===== src/rtl/framebuffer_readback_if.sv =====
// Byte-wide framebuffer read port shared between the readback engine and the RAM.
interface framebuffer_readback_if #(
  parameter int ADDR_WIDTH = 12
);
  logic [ADDR_WIDTH-1:0] ram_address;
  logic                  ram_clk_enable;
  logic [7:0]            ram_data_in;

  modport master (output ram_address, output ram_clk_enable, input ram_data_in);
  modport slave  (input ram_address, input ram_clk_enable, output ram_data_in);
endinterface


===== src/rtl/framebuffer_readback.sv =====
// Streams header, framebuffer bytes and an 8-bit checksum out over an 8N1 UART.
// state    | meaning
// IDLE     | line high, waiting for start
// HEADER   | sending HEADER_BYTE
// DATA     | sending a prefetched framebuffer byte
// CHECKSUM | sending the 8-bit sum of all data bytes
module framebuffer_readback #(
  parameter int         UART_CLK_TICKS_PER_BIT = 65,
  parameter int         UART_CLK_TICKS_WIDTH   = 7,
  parameter int         ADDR_WIDTH             = 12,
  parameter int         BYTE_COUNT             = 4096,
  parameter logic [7:0] HEADER_BYTE            = 8'h44
) (
  input  logic                   clk_in,
  input  logic                   reset,
  input  logic                   start,
  framebuffer_readback_if.master ram,
  output logic                   tx_out,
  output logic                   busy,
  output logic                   done
);
  localparam int TW = UART_CLK_TICKS_WIDTH;
  localparam int IW = ADDR_WIDTH + 1;
  localparam logic [TW-1:0] TICK_LOAD = TW'(UART_CLK_TICKS_PER_BIT - 1);
  localparam logic [IW-1:0] IDX_LAST  = IW'(BYTE_COUNT);
  localparam logic [3:0]    BIT_LAST_DATA = 4'd8;
  localparam logic [3:0]    BIT_STOP      = 4'd9;

  typedef enum logic [1:0] {S_IDLE, S_HEADER, S_DATA, S_CHECKSUM} state_t;

  state_t                state_q, state_d;
  logic [TW-1:0]         tick_q, tick_d;
  logic [3:0]            bit_q, bit_d;
  logic [7:0]            shift_q, shift_d;
  logic [7:0]            hold_q, hold_d;
  logic [7:0]            csum_q, csum_d;
  logic [IW-1:0]         idx_q, idx_d;
  logic                  pending_q, pending_d;
  logic                  rd_en_q, rd_en_d;
  logic                  rd_dly_q, rd_dly_d;
  logic [ADDR_WIDTH-1:0] addr_q, addr_d;
  logic                  tx_q, tx_d;
  logic                  busy_q, busy_d;
  logic                  done_q, done_d;

  always_ff @(posedge clk_in or negedge reset) begin
    if (!reset) begin
      state_q   <= S_IDLE;
      tick_q    <= '0;
      bit_q     <= '0;
      shift_q   <= '0;
      hold_q    <= '0;
      csum_q    <= '0;
      idx_q     <= '0;
      pending_q <= 1'b0;
      rd_en_q   <= 1'b0;
      rd_dly_q  <= 1'b0;
      addr_q    <= '0;
      tx_q      <= 1'b1;
      busy_q    <= 1'b0;
      done_q    <= 1'b0;
    end else begin
      state_q   <= state_d;
      tick_q    <= tick_d;
      bit_q     <= bit_d;
      shift_q   <= shift_d;
      hold_q    <= hold_d;
      csum_q    <= csum_d;
      idx_q     <= idx_d;
      pending_q <= pending_d;
      rd_en_q   <= rd_en_d;
      rd_dly_q  <= rd_dly_d;
      addr_q    <= addr_d;
      tx_q      <= tx_d;
      busy_q    <= busy_d;
      done_q    <= done_d;
    end
  end

  always_comb begin
    state_d   = state_q;
    tick_d    = tick_q;
    bit_d     = bit_q;
    shift_d   = shift_q;
    hold_d    = hold_q;
    csum_d    = csum_q;
    idx_d     = idx_q;
    pending_d = pending_q;
    rd_en_d   = 1'b0;
    rd_dly_d  = rd_en_q;
    addr_d    = addr_q;
    tx_d      = tx_q;
    busy_d    = busy_q;
    done_d    = 1'b0;

    // RAM data is valid one clock after the strobe; capture it the clock after that.
    if (rd_dly_q) begin
      hold_d    = ram.ram_data_in;
      csum_d    = csum_q + ram.ram_data_in;
      pending_d = 1'b1;
    end

    case (state_q)
      S_IDLE: begin
        if (start) begin
          state_d   = S_HEADER;
          shift_d   = HEADER_BYTE;
          csum_d    = '0;
          idx_d     = '0;
          pending_d = 1'b0;
          tick_d    = TICK_LOAD;
          bit_d     = '0;
          tx_d      = 1'b0;
          busy_d    = 1'b1;
        end
      end
      default: begin
        if (tick_q != '0) begin
          tick_d = tick_q - TW'(1);
        end else begin
          tick_d = TICK_LOAD;
          if (bit_q != BIT_STOP) begin
            bit_d = bit_q + 4'd1;
            if (bit_q == BIT_LAST_DATA) begin
              tx_d = 1'b1;
              if (state_q != S_CHECKSUM && idx_q < IDX_LAST) begin
                rd_en_d = 1'b1;
                addr_d  = idx_q[ADDR_WIDTH-1:0];
                idx_d   = idx_q + IW'(1);
              end
            end else begin
              tx_d = shift_q[bit_q[2:0]];
            end
          end else if (state_q == S_CHECKSUM) begin
            state_d = S_IDLE;
            tx_d    = 1'b1;
            busy_d  = 1'b0;
            done_d  = 1'b1;
          end else begin
            // a byte prefetched during this stop bit means more data follows
            bit_d     = '0;
            tx_d      = 1'b0;
            pending_d = 1'b0;
            if (pending_q) begin
              state_d = S_DATA;
              shift_d = hold_q;
            end else begin
              state_d = S_CHECKSUM;
              shift_d = csum_q;
            end
          end
        end
      end
    endcase
  end

  always_comb begin
    tx_out             = tx_q;
    busy               = busy_q;
    done               = done_q;
    ram.ram_address    = addr_q;
    ram.ram_clk_enable = rd_en_q;
  end
endmodule


===== src/flat_wrapper.sv =====
// flat-port wrapper written by rule: the top's interface ports become plain ports
module framebuffer_readback_flat 
#(
  parameter int         UART_CLK_TICKS_PER_BIT = 65,
  parameter int         UART_CLK_TICKS_WIDTH   = 7,
  parameter int         ADDR_WIDTH             = 12,
  parameter int         BYTE_COUNT             = 4096,
  parameter logic [7:0] HEADER_BYTE            = 8'h44
)
  (clk_in, reset, start, tx_out, busy, done, ram_ram_address, ram_ram_clk_enable, ram_ram_data_in);
  framebuffer_readback_if #(.ADDR_WIDTH(ADDR_WIDTH)) ram_i ();
  input  logic clk_in;
  input  logic reset;
  input  logic start;
  output logic tx_out;
  output logic busy;
  output logic done;
  output wire logic [$bits(ram_i.ram_address)-1:0] ram_ram_address;
  output wire logic [$bits(ram_i.ram_clk_enable)-1:0] ram_ram_clk_enable;
  input wire logic [$bits(ram_i.ram_data_in)-1:0] ram_ram_data_in;
  assign ram_ram_address = ram_i.ram_address;
  assign ram_ram_clk_enable = ram_i.ram_clk_enable;
  assign ram_i.ram_data_in = ram_ram_data_in;
  framebuffer_readback #(.UART_CLK_TICKS_PER_BIT(UART_CLK_TICKS_PER_BIT), .UART_CLK_TICKS_WIDTH(UART_CLK_TICKS_WIDTH), .ADDR_WIDTH(ADDR_WIDTH), .BYTE_COUNT(BYTE_COUNT), .HEADER_BYTE(HEADER_BYTE)) u_core (.clk_in(clk_in), .reset(reset), .start(start), .ram(ram_i), .tx_out(tx_out), .busy(busy), .done(done));
endmodule

===== config.mk =====
export PLATFORM = sky130hd
export DESIGN_NAME = framebuffer_readback_flat
export DESIGN_NICKNAME = d
export VERILOG_FILES = /design/src/rtl/framebuffer_readback_if.sv /design/src/rtl/framebuffer_readback.sv /design/src/flat_wrapper.sv
export SDC_FILE = /design/constraint.sdc
export NUM_CORES = 1
export LEC_CHECK = 0
export CORE_MARGIN = 10
export CORE_UTILIZATION = 40
export CTS_CLUSTER_DIAMETER = 30
export DETAILED_ROUTE_END_ITERATION = 8
export GPL_TIMING_DRIVEN = 0
export PLACE_DENSITY = 0.58
export RECOVER_POWER = 50
export SYNTH_ARGS = -nofsm -noshare
export SYNTH_HDL_FRONTEND = slang
export SYNTH_SLANG_ARGS = --single-unit

===== constraint.sdc =====
create_clock -name clk_in -period 2.6 [get_ports clk_in]
set_clock_uncertainty 0.1 [all_clocks]
set_input_delay 0.52 -clock clk_in [delete_from_list [all_inputs] [get_ports clk_in]]
set_output_delay 0.52 -clock clk_in [all_outputs]
set_load 0.005 [all_outputs]

==> results of run 1 <==
[layout by cell type, fill, tap and decap left out, types with 5 or more instances in the layout]
| master | netlist | final |
|---|---|---|
| sky130_fd_sc_hd__nand4_1 | 5 | 5 |
| sky130_fd_sc_hd__clkbuf_1 | 12 | 11 |
| sky130_fd_sc_hd__nand2b_1 | 10 | 10 |
| sky130_fd_sc_hd__nor2_1 | 9 | 9 |
| sky130_fd_sc_hd__nand2_1 | 21 | 21 |
| sky130_fd_sc_hd__o2bb2ai_1 | 7 | 7 |
| sky130_fd_sc_hd__nand3_1 | 14 | 14 |
| sky130_fd_sc_hd__nor4b_1 | 7 | 6 |
| sky130_fd_sc_hd__or3_1 | 6 | 6 |
| sky130_fd_sc_hd__a21o_1 | 7 | 7 |
| sky130_fd_sc_hd__mux2i_1 | 15 | 15 |
| sky130_fd_sc_hd__inv_1 | 9 | 9 |
| sky130_fd_sc_hd__clkdlybuf4s50_1 | 0 | 25 |
| sky130_fd_sc_hd__mux2_2 | 22 | 22 |
| sky130_fd_sc_hd__a21oi_1 | 11 | 11 |
| sky130_fd_sc_hd__o21ai_0 | 14 | 14 |
| sky130_fd_sc_hd__a31oi_1 | 5 | 5 |
| sky130_fd_sc_hd__clkbuf_8 | 0 | 13 |
| sky130_fd_sc_hd__ha_1 | 16 | 16 |
| sky130_fd_sc_hd__dfrtp_1 | 67 | 67 |
[where the power goes]
group / internal (mW) / total (mW) / switching, mW
Sequential: 1.06 / 1.06 / 0.00185
Clock: 0.743 / 1.15 / 0.407
Combinational: 0.0343 / 0.0855 / 0.0512
[kinds of logic (layout without fill, tap and decap cells)]
group	count (synthesis)	count (layout)	synth area share (%)
adder cells (fa/ha/maj)	17	17	6.10
XOR/XNOR	3	3	0.728
buffers and inverters	25	68	2.84
AND/OR/NAND/NOR	100	100	15.9
AO/OA/AOI/OAI	76	76	15.0
multiplexers	39	39	12.3
flip-flops	68	68	47.2
[worst paths after layout]
check	endpoint	cells past startpoint	slack, ns	from
hold / removal	u_core.rd_dly_q	0	0.29	u_core.ram.ram_clk_enable
max in group asynchronous	u_core.bit_q[2]	2	0.57	reset
min in group asynchronous	u_core.busy	1	0.42	reset
setup reg to reg	u_core.ram.ram_address[8]	7	0.15	u_core.bit_q[1]
hold reg to reg	u_core.rd_dly_q	0	0.29	u_core.ram.ram_clk_enable
setup / recovery	u_core.ram.ram_address[8]	7	0.15	u_core.bit_q[1]
[timing repair]
action                                  in CTS  in global routing
hold buffers                                 0                  0
gates resized for setup                      2                  5
endpoints found under the setup margin       6                 14
[state kept, by name (all words and copies together) (netlist names)]
| name | flops |
|---|---|
| u_core.tx_out | 1 |
| u_core.shift_q | 8 |
| u_core.state_q | 2 |
| u_core.ram.ram_clk_enable | 1 |
| u_core.hold_q | 8 |
| u_core.pending_q | 1 |
| u_core.idx_q | 13 |
| u_core.rd_dly_q | 1 |
| u_core.csum_q | 8 |
| u_core.bit_q | 4 |
| u_core.ram.ram_address | 12 |
| u_core.busy | 1 |
| u_core.done | 1 |
| u_core.tick_q | 7 |
[layout make-up]
| type | instances | area, um2 | share of cell area [%] |
|---|---|---|---|
| Multi-Input combinational cell | 235 | 1820 | 42.4 |
| Sequential cell | 68 | 1700 | 39.6 |
| Timing Repair Buffer | 27 | 262 | 6.09 |
| Clock buffer | 13 | 179 | 4.17 |
| Tap cell | 108 | 135 | 3.15 |
| Clock inverter | 3 | 90.1 | 2.10 |
| Buffer | 16 | 71.3 | 1.66 |
| Inverter | 9 | 33.8 | 0.786 |
[per-layer routing]
layer / track usage, % / vias up / wire length [um] / part of all wire, %
met2: 19.4 / 36 / 3770 / 45
li1: - / 1319 / - / -
met5: 0 / - / 0 / 0
met4: 5.86 / 0 / 147 / 1.8
met1: 18.0 / 1358 / 4120 / 50
met3: 2.29 / 9 / 249 / 3.0
[per-stage QoR]
step           util, %  power, mW  hold WS (ns)  cells  TNS [ns]
3_5_place_dp      46.0       1.17         0.274    463     -2.57
2_1_floorplan        -       1.12         0.124    328         0
4_1_cts           49.2       2.33       0.00144    479         0
3_3_place_gp      45.7       1.17         0.260    462   -112.54
5_1_grt           49.0       2.38         0.299    479         0
6_report          49.0       2.30         0.286    479         0
==> results.json, run 1 <==
{
  "status": "finished clean",
  "post-synth-top-count-cell": "sky130_fd_sc_hd__dfrtp_1",
  "synth_flop_cell": "sky130_fd_sc_hd__dfrtp_1",
  "critical_path_buf_inv_count": 2,
  "slew_headroom_pct": 1.04,
  "mapped_area_mm2": 0.00361,
  "number_of_synthesized_flops_with_an_enable_pin": 0,
  "cp_max_fo": 10,
  "antennaDiodeCount": 0,
  "max_cap_violations": 0,
  "first_iter_violations": 150,
  "number_of_top_level_pins": 27,
  "end_kind": "flip-flop",
  "clkSlewWorstSetupHoldPaths_ns": 0.07,
  "detail_route.vias_per_cell": 5.68,
  "clkLatencyLatePin_ns": 0.34,
  "num_vias": 2722,
  "grt_setup_unrepaired": "no",
  "power_density_mw_per_mm2": 535,
  "yosys-top-cells-count": "sky130_fd_sc_hd__dfrtp_1 (67), sky130_fd_sc_hd__mux2_2 (22), sky130_fd_sc_hd__nand2_1 (21), sky130_fd_sc_hd__ha_1 (16), sky130_fd_sc_hd__mux2i_1 (15)",
  "grt_remaining_overflow": 0,
  "netlist_top_cells_area": "sky130_fd_sc_hd__dfrtp_1 (46%), sky130_fd_sc_hd__mux2_2 (6.9%), sky130_fd_sc_hd__ha_1 (5.5%), sky130_fd_sc_hd__mux2i_1 (4.2%), sky130_fd_sc_hd__nand2_1 (2.2%)",
  "core_mm2": 0.00876,
  "power.static_leakage_nw": 1.86,
  "vias_in_the_first_global_route": 2741,
  "setup_bufs_post_cts": 0,
  "grt_start_max_net_pins": 43,
  "critPathArrivalTime_ns": 2.57,
  "rows": 34,
  "htreeDepth": 3,
  "dp_slack_ns": -0.191,
  "die_w_um": 115,
  "dpl_cell_area_mm2": 0.00403,
  "start_util_pct": 41.2,
  "worst_setup_sp_type": "flip-flop",
  "chip_height_um": 115,
  "worst_hold_path_type": "flip-flop to flip-flop",
  "postSynth.asyncResetShare_pct": 100,
  "cpPeakStageDelay_ns": 0.45,
  "route.antenna.remaining_nets": 0,
  "clkSinkCount": 68,
  "flip_flop_and_latch_count_after_synthesis": 68,
  "yosys.area.top_type": "sky130_fd_sc_hd__dfrtp_1",
  "route.detailed.drc": 0,
  "critical_path.slowest_cell": "sky130_fd_sc_hd__dfrtp_1",
  "synth-warning-count": 0,
  "cts_tree": "built",
  "gp_routability_congestion": 0.795,
  "detail_route.first_pass.iterations": 4,
  "cell_chain_of_the_critical_path": "inv_1 > ha_1 > nor4b_2 > nand2_2 > nor2_4 > buf_6 > mux2_2",
  "nNetsFinal": 394,
  "dp_hpwl_mm": 5.81,
  "path_delay_family": "simple AND/OR/NAND/NOR gates",
  "synth_sequential_area_ratio_pct": 47.2,
  "grt_antenna_before_repair": 0,
  "layout_worst_path_cycle_share_pct": 94.1,
  "wl_per_cell_um": 17.3,
  "post_route_cell_area_mm2": 0.00430,
  "die_ar_mm2": 0.0132,
  "fmaxAchievable_mhz": 409,
  "finalSetupViolCount": 0,
  "worst_pin_slew_ns": 1.48,
  "layout_cells_sized_above_1_pct": 15.4,
  "period_minus_slack_ns": 2.45,
  "vdd_ir_drop_max_v": 0.000237,
  "buffer_ports.inserted": 26,
  "syn_avg_cell_area_um2": 11.0,
  "tritoncts.num_buffers": 9,
  "cp.required_ns": 2.72,
  "root_buffer_cell": "sky130_fd_sc_hd__clkbuf_8",
  "count_of_distinct_cell_types_in_the_synthesized_netlist": 54,
  "nets_in_the_synthesized_netlist": 356,
  "postLayoutSetupSlackWorst_ns": 0.152,
  "finalWirelength_mm": 8.29,
  "final_hold_viol_count": 0,
  "flow.area_growth_from_synthesis_pct": 19.0,
  "first_pass_grt_wire_length_mm": 14.0,
  "gr-usage-all-layers_pct": 13.0,
  "fillers": 808,
  "maximum_buffer_depth_of_the_clock_tree": 2,
  "synth_cells": 328,
  "synth_top_area_share_pct": 46.4,
  "worstSetupPathType": "flip-flop to flip-flop",
  "slew_violations": 0
}
Power figures use the tool's default switching activity.
==> run 2: changes to the inputs <==
- TNS_END_PERCENT: unset -> 100
- clock period: 2.6 -> 3.1 ns (I/O delays scaled with it)
==> run 2 against run 1 <==
Against the previous run:
- die area unchanged
- worst setup slack improved by 0.17 ns
- wire length increased by 0.25%
- sequential share of layout area increased by 0.20 points
- utilization decreased by 0.24 points
- first-iteration DRC count decreased by 17%
- fmax decreased by 12%
- cell count unchanged
==> results.json, run 2 (same netlist as run 1, synthesis figures left out) <==
{
  "status": "finished clean",
  "dpl_cell_area_mm2": 0.00403,
  "cts_tree": "built",
  "start_util_pct": 41.2,
  "path_delay_family": "simple AND/OR/NAND/NOR gates",
  "period_minus_slack_ns": 2.78,
  "worstSetupPathType": "flip-flop to flip-flop",
  "nNetsFinal": 394,
  "fmaxAchievable_mhz": 360,
  "post_cts.resized_instances": 0,
  "end_kind": "flip-flop",
  "worst-r2r-setup-slack_ns": 0.32,
  "total_power_mw": 1.93,
  "postCtsHoldBufs": 0,
  "layout_worst_path_cycle_share_pct": 89.6,
  "post_layout_util_pct": 48.8,
  "worst_pin_slew_ns": 1.48,
  "root_buffer_cell": "sky130_fd_sc_hd__clkbuf_8",
  "placedCellCount": 463,
  "post_route_cell_area_mm2": 0.00427,
  "max_cap_violations": 0,
  "vias_in_the_first_global_route": 2744,
  "clkLatencyLatePin_ns": 0.35,
  "setup_bufs_post_cts": 0,
  "most-common-layout-cells": "sky130_fd_sc_hd__dfrtp_1 (67), sky130_fd_sc_hd__clkdlybuf4s50_1 (24), sky130_fd_sc_hd__mux2_2 (22)",
  "num_vias": 2734,
  "rows": 34,
  "route.antenna.remaining_nets": 0,
  "antennaDiodeCount": 0,
  "instances_no_fill": 479,
  "regMostFlops": "u_core.idx_q",
  "r2r.worst_path.cells": 7,
  "grt_start_max_net_pins": 43,
  "wl_per_cell_um": 17.4,
  "critical_path.slowest_cell": "sky130_fd_sc_hd__nor4b_1",
  "die_ar_mm2": 0.0132,
  "maximum_buffer_depth_of_the_clock_tree": 2,
  "gp_routability_congestion": 0.795,
  "htreeDepth": 3,
  "gr-usage-all-layers_pct": 13.0,
  "critical_path_buf_inv_count": 2,
  "worst_setup_sp_type": "flip-flop",
  "final.setup.tns_ns": 0,
  "route.detailed.drc": 0,
  "grt_remaining_overflow": 0,
  "grt_setup_unrepaired": "no",
  "cp.required_ns": 3.23,
  "grt_antenna_before_repair": 0,
  "flip_flop_count_of_the_largest_register_after_layout": 13,
  "cp_max_fo": 10,
  "slew_violations": 0,
  "final_hold_viol_count": 0,
  "layout_cells_sized_above_1_pct": 14.3,
  "clkSinkCount": 68,
  "number_of_top_level_pins": 27,
  "vdd_ir_drop_max_v": 0.000199,
  "power_density_mw_per_mm2": 452,
  "fillers": 811,
  "power.static_leakage_nw": 1.85,
  "worstHoldPathCells": 0,
  "die_w_um": 115,
  "clkSlewWorstSetupHoldPaths_ns": 0.07,
  "finalSetupViolCount": 0,
  "cell_chain_of_the_critical_path": "inv_1 > ha_1 > nor4b_1 > nand2_2 > nor2_2 > buf_6 > mux2_2",
  "slew_headroom_pct": 1.00,
  "endpoint": "u_core.ram.ram_address[8]",
  "worst_hold_path_type": "flip-flop to flip-flop",
  "timing.critical_path.from": "u_core.bit_q[1]",
  "finalWirelength_mm": 8.31,
  "critPathArrivalTime_ns": 2.91,
  "dp_hpwl_mm": 5.81,
  "tritoncts.num_buffers": 9,
  "flow.area_growth_from_synthesis_pct": 18.4,
  "buffer_ports.inserted": 26,
  "chip_height_um": 115,
  "first_iter_violations": 124,
  "cpPeakStageDelay_ns": 0.54,
  "timing.rr.start": "u_core.bit_q[1]",
  "crit-reg2reg-capture": "u_core.ram.ram_address[8]",
  "first_pass_grt_wire_length_mm": 14.0,
  "detail_route.vias_per_cell": 5.71,
  "detail_route.first_pass.iterations": 4,
  "mostFrequentLayoutCell": "sky130_fd_sc_hd__dfrtp_1",
  "cp_num_cells": 7,
  "core_mm2": 0.00876
}
-- run 2: cell types whose count changed in the layout (fill, tap and decap cells not counted), sizes merged --
cell	previous run	this run
clkdlybuf4s50	25	24
dlygate4sd3	0	1
-- run 2: area by class of cell --
cell class,count,area [um2],area share (%)
Sequential cell,68,1700,39.8
Tap cell,108,135,3.16
Clock inverter,3,90.1,2.11
Buffer,16,68.8,1.61
Timing Repair Buffer,27,259,6.06
Multi-Input combinational cell,235,1810,42.2
Clock buffer,13,179,4.19
Inverter,9,33.8,0.790
-- run 2: routing by layer --
layer  share of wire (%)  vias up  track usage, %
met1                  50     1360            17.8
li1                    -     1323               -
met2                  45       43            19.5
met4                 1.4        0            5.86
met3                 3.4        8            2.29
met5                   0        -               0
-- run 2: metrics by stage --
step,setup WS [ns],hold slack (ns)
after floorplan,0.791,0.224
after global placement,-1.24,0.260
after detailed placement,0.209,0.274
after CTS,0.310,0.101
after global routing,0.0136,0.299
final,0.324,0.286
-- run 2: worst reg2reg max path, cell delays in order (launching register included) --
cell,delay (ns)
sky130_fd_sc_hd__dfrtp_1,0.45
sky130_fd_sc_hd__inv_1,0.10
sky130_fd_sc_hd__ha_1,0.23
sky130_fd_sc_hd__nor4b_1,0.54
sky130_fd_sc_hd__nand2_2,0.27
sky130_fd_sc_hd__nor2_2,0.40
sky130_fd_sc_hd__buf_6,0.22
sky130_fd_sc_hd__mux2_2,0.34
-- run 2: power breakdown --
group / switching, mW / total [mW] / internal (mW)
logic: 0.0431 / 0.0712 / 0.0281
clock network: 0.346 / 0.969 / 0.623
registers: 0.00155 / 0.890 / 0.889
-- run 2: worst min path at each step --
stage	start	to	slack (ns)
6_report	u_core.ram.ram_clk_enable	u_core.rd_dly_q	0.29
5_1_grt	u_core.ram.ram_clk_enable	u_core.rd_dly_q	0.30
4_1_cts	reset	u_core.busy	0.10
3_5_place_dp	u_core.ram.ram_clk_enable	u_core.rd_dly_q	0.27
3_3_place_gp	u_core.ram.ram_clk_enable	u_core.rd_dly_q	0.26
2_1_floorplan	reset	u_core.bit_q[0]	0.22
